### config.mk
export PLATFORM = sky130hd
export DESIGN_NAME = prio_mixer
export DESIGN_NICKNAME = d
export VERILOG_FILES = /design/src/rtl/prio_mixer.sv
export SDC_FILE = /design/constraint.sdc
export NUM_CORES = 1
export LEC_CHECK = 0
export BUFFER_PORTS_ARGS = -buffer_cell sky130_fd_sc_hd__buf_2
export CAP_MARGIN = 20
export CORE_MARGIN = 2
export CORE_UTILIZATION = 41
export DETAILED_ROUTE_END_ITERATION = 6
export GPL_ROUTABILITY_DRIVEN = 0
export PLACE_DENSITY = 0.55
export SKIP_CTS_REPAIR_TIMING = 1
export SYNTH_ARGS = -nofsm -noshare
export SYNTH_HDL_FRONTEND = slang
export SYNTH_SLANG_ARGS = --single-unit
export TNS_END_PERCENT = 10
### constraint.sdc
create_clock -name CLK -period 20.2 [get_ports CLK]
set_input_delay 4.04 -clock CLK [delete_from_list [all_inputs] [get_ports CLK]]
set_output_delay 4.04 -clock CLK [all_outputs]
set_load 0.05 [all_outputs]
### src/rtl/prio_mixer.sv
// prio_mixer: priority-table driven layer mixer with byte-serial table download
module prio_mixer #(
    parameter int COLOR_W = 11
) (
    input  logic               CLK,
    input  logic               RST,
    input  logic               PXL_CE,
    input  logic               DL_WR,
    input  logic [7:0]         DL_ADDR,
    input  logic [3:0]         DL_DATA,
    input  logic [2:0]         OBP,
    input  logic [COLOR_W-1:0] FIX_COL,
    input  logic [COLOR_W-1:0] OBJ_COL,
    input  logic [COLOR_W-1:0] VB_COL,
    input  logic [COLOR_W-1:0] VA_COL,
    output logic [COLOR_W-1:0] PIX_COL,
    output logic [2:0]         PIX_LAYER,
    output logic               PIX_VALID,
    output logic               TBL_READY,
    output logic               DL_ERR
);
    typedef enum logic [1:0] {EMPTY, LOADING, READY} state_t;
    state_t state;
    logic [7:0] count;
    logic [3:0] mem [256];
    logic we;
    logic [COLOR_W-1:0] cin [4];
    logic [COLOR_W-1:0] c1 [4];
    logic [COLOR_W-1:0] c2 [4];
    logic [3:0] nin, n1, n2;
    logic [7:0] a1;
    logic [3:0] q;
    logic v1, v2;
    logic [2:0] fb, sel;
    logic unused;

    assign unused = q[3];
    assign we = DL_WR && !RST && (state == READY || DL_ADDR == count);

    // layer index 0..3 = FIX, OBJ, VB, VA; n flags mark transparent pens
    always_comb begin
        cin[0] = FIX_COL;
        cin[1] = OBJ_COL;
        cin[2] = VB_COL;
        cin[3] = VA_COL;
        for (int i = 0; i < 4; i++) nin[i] = cin[i][3:0] == 4'd0;
    end

    // fixed-priority fallback, otherwise the stored code decides
    always_comb begin
        fb = !n2[0] ? 3'd0 : !n2[1] ? 3'd1 : !n2[2] ? 3'd2 : !n2[3] ? 3'd3 : 3'd4;
        sel = TBL_READY ? q[2:0] : fb;
    end

    // table storage has no reset; writes land even while the pixel path stalls
    always_ff @(posedge CLK) begin
        if (we) mem[DL_ADDR] <= DL_DATA;
    end

    // download state machine: in-order fill, then free single-entry patches
    always_ff @(posedge CLK) begin
        if (RST) begin
            state <= EMPTY;
            count <= '0;
            TBL_READY <= 1'b0;
            DL_ERR <= 1'b0;
        end else if (DL_WR && state != READY) begin
            if (DL_ADDR == count) begin
                count <= count + 8'd1;
                if (state == EMPTY) DL_ERR <= 1'b0;
                state <= (count == 8'hFF) ? READY : LOADING;
                TBL_READY <= count == 8'hFF;
            end else begin
                state <= EMPTY;
                count <= '0;
                DL_ERR <= 1'b1;
            end
        end
    end

    // three-tick pixel pipeline: address, table read, select
    always_ff @(posedge CLK) begin
        if (RST) begin
            v1 <= 1'b0;
            v2 <= 1'b0;
            PIX_VALID <= 1'b0;
            PIX_COL <= '0;
            PIX_LAYER <= 3'd4;
        end else if (PXL_CE) begin
            c1 <= cin;
            n1 <= nin;
            a1 <= {1'b0, OBP[0], OBP[1], OBP[2], nin[0], nin[1], nin[2], nin[3]};
            v1 <= 1'b1;
            q <= mem[a1];
            c2 <= c1;
            n2 <= n1;
            v2 <= v1;
            PIX_COL <= sel[2] ? '0 : c2[sel[1:0]];
            PIX_LAYER <= sel[2] ? 3'd4 : sel;
            PIX_VALID <= v2;
        end
    end
endmodule

==> impl_results.md <==
* CTS H-tree lvls at 2
* CTS root buffer: clkbuf_16
* Nets at 1,192
* Period minus WS final at 6720 ps
* Synth cell types at 40
* Kind of critical path: primary input to flop
* Clock skew at 20.6 ps
* Post-DP Area at 21,100 um2
* DRT Pass-1 Iters at 7
* Logic pwr share at 5.0%
* Pwr Density at 96.1 nW/um2
* Max-slew violation count at 0
* Initial Utilization at 41.2%
* Row count at 81
* Core ar. at 48,600 um2
* LEAKAGE at 7.09 nW
* # port buffers at 78
* Vias at 9,816
* Final period util at 33.3%
* Avg Cell Area, Syn at 19.3 um2
* Insertion delay to the later sink of the worst-skew pair at 590 ps
* CP max FO at 16
* Global-route wire length before repair at 63.0 mm
* Area growth syn-to-layout at 12.9%
* Ant. Diodes at 0
* Critical path startpoint category: primary input
* Worst Hold Class: flop to flop
* Crit path arrival time at 6950 ps
* Sequential area share after synthesis at 75.6%
* Design area at 22,600 um2
* WL/cell at 23.4 um
* Final Hold Fails at 0
* Max Buffers Root-to-Sink at 3
* Routed Antenna Nets at 0
* Slew headroom at 33.5%
* DP HPWL at 25.4 mm
* Vias in the first global route at 9,951
* Syn Inst Count at 1,041
* Mapped cell area at 20,100 um2
* Clock share of power at 40.5%
* CTS tree: done
* Largest net degree at the start of global routing at 110
* Worst vdd ir at 0.0633 mV
* Clock transition at path regs at 60 ps
* Die area at 50,700 um2
* Slew @ Worst Pin at 991 ps
* Yosys reg bits at 515
* Worst hold margin at 413 ps
* Maximum clock rate at 149 MHz
* Fill cells at 4,090
* RSZ-0062 raised after global routing: false
* DRC violations left at 0
* Via/cell ratio at 5.50
* Status: complete, no violations
* MaxCap Viol Count at 0
* Fraction of layout cells with a size suffix above 1 at 24.8%
* Initial DRC Count at 823
* Share of power burned in registers at 54.5%
* Die height at 225 um
* Syn nets at 1,105
* WL final at 41.8 mm
* Antenna violations before repair at 1
* # setup viols final at 0
* I/O pin count at 80
* Die extent in x at 225 um
* Synthesis Warnings at 0
* Num CTS Buffers at 51
* Crit. End Element: flop
* Gr ovfl total at 0
* Net Sw Frac at 20.7%
* Total track usage at 16.8%
* Setup TNS at 0 ps
* Int Pwr at 1.73 mW
* Clock sinks at 515
* Post-layout util at 46.6%
* NetSw at 0.451 mW
* WP data required at 20,430 ps
[registers in the layout, summed over array words and instances (netlist names), 2 cells and up]
signal / count
PIX_LAYER: 3
c2: 44
n1: 3
count: 8
a1: 4
n2: 4
PIX_COL: 11
q: 3
mem: 384
state: 2
c1: 44
[power by group through the flow]
stage | logic (mW) | registers (mW) | clock network (mW)
5_1_grt | 0.117 | 1.19 | 0.945
4_1_cts | 0.110 | 1.19 | 0.905
3_3_place_gp | 0.109 | 1.21 | 0
6_report | 0.108 | 1.19 | 0.882
3_5_place_dp | 0.110 | 1.21 | 0
2_1_floorplan | 0.0624 | 1.21 | 0
[Yosys cell counts]
library cell,instances,share of area (%)
mux2i_1,3,0.15
o2111ai_1,6,0.26
o31a_1,1,0.044
o21ai_1,1,0.025
o21ai_0,15,0.37
nand3_1,4,0.10
mux2_2,9,0.51
a211o_1,1,0.044
buf_4,2,0.075
nand3b_1,2,0.075
or2_2,1,0.031
inv_1,8,0.15
or3_1,1,0.031
nor2_1,148,2.8
nor2b_1,9,0.28
nand4_1,20,0.62
o311ai_0,6,0.26
ha_1,1,0.062
nor3_1,4,0.10
o211a_1,1,0.050
nor4_1,5,0.16
nand2_1,31,0.58
buf_6,3,0.17
a31oi_1,5,0.16
and2_1,6,0.19
a21boi_0,10,0.37
and3_1,11,0.34
dfxtp_1,29,2.9
mux4_2,126,14
edfxtp_1,486,73
o211ai_1,6,0.22
buf_1,7,0.13
buf_2,5,0.12
xnor2_1,12,0.52
clkbuf_1,37,0.69
nand2b_1,3,0.094
a21oi_1,12,0.30
a21o_1,1,0.037
xor2_1,2,0.087
o21bai_1,1,0.037
[final timing paths]
path	from	to	slack [ps]	cells after the start
max	DL_ADDR[5]	mem[14][1]	13480	6
min	c1[6]	c2[6]	410	0
max reg2reg	count[0]	mem[14][1]	16680	5
min reg2reg	c1[6]	c2[6]	410	0
[through the flow]
step / instances / total power [mW] / setup WS, ps
after floorplan: 1041 / 1.28 / 10750
after global placement: 1696 / 1.32 / 13120
after detailed placement: 1696 / 1.32 / 12990
after CTS: 1784 / 2.20 / 13600
after global routing: 1785 / 2.25 / 13270
final: 1785 / 2.18 / 13480
[metal layers]
| metal | share of wire (%) | wire [um] | GRT usage, % |
|---|---|---|---|
| met1 | 45 | 18800 | 24.0 |
| met3 | 5.5 | 2300 | 3.04 |
| met5 | 0.029 | 12 | 0 |
| met2 | 47 | 19600 | 26.3 |
| met4 | 2.6 | 1100 | 5.81 |
[worst max-delay path: stages]
cell	delay [ps]
buf_2	190
xnor2_1	140
nand4_1	180
o21ai_1	820
nand4_1	980
nor2_1	590
[logic make-up (layout without fill, tap and decap cells)]
group                      Yosys count  after routing  synth area share (%)
adders and majority gates            1              1                0.0623
DFF                                515            515                  75.6
AOI/OAI and AO/OA                   66             66                  2.19
muxes                              138            138                  14.8
buffers and inverters               62            184                  1.34
xor gates and xnor gates            14             14                 0.611
and+or+nand+nor                    245            245                  5.37
[placed cells by master (no fill, tap or decap), types with 3 or more instances in the layout]
master | netlist | layout
a21boi_0 | 10 | 10
a21oi_1 | 12 | 12
a31oi_1 | 5 | 5
and2_1 | 6 | 6
and3_1 | 11 | 11
buf_2 | 5 | 75
buf_4 | 2 | 11
clkbuf_1 | 37 | 8
clkbuf_16 | 0 | 53
clkinv_1 | 0 | 17
clkinv_2 | 0 | 4
clkinvlp_4 | 0 | 3
dfxtp_1 | 29 | 29
edfxtp_1 | 486 | 486
inv_1 | 8 | 8
mux2_2 | 9 | 9
mux2i_1 | 3 | 3
mux4_2 | 126 | 126
nand2_1 | 31 | 31
nand2b_1 | 3 | 3
nand3_1 | 4 | 4
nand4_1 | 20 | 20
nor2_1 | 148 | 147
nor2b_1 | 9 | 9
nor3_1 | 4 | 4
nor4_1 | 5 | 5
o2111ai_1 | 6 | 6
o211ai_1 | 6 | 6
o21ai_0 | 15 | 15
o311ai_0 | 6 | 6
xnor2_1 | 12 | 12
[cell type report]
type / count / area [um2] / share of cell area [%]
clock inverter: 27 / 175 / 0.773
inverter: 8 / 30.0 / 0.133
sequential: 515 / 15200 / 67.0
multi-input combinational: 464 / 4630 / 20.4
timing repair buffer: 88 / 505 / 2.23
tap: 622 / 778 / 3.44
clock buffer: 61 / 1360 / 5.99
(Power assumes the default switching activity.)
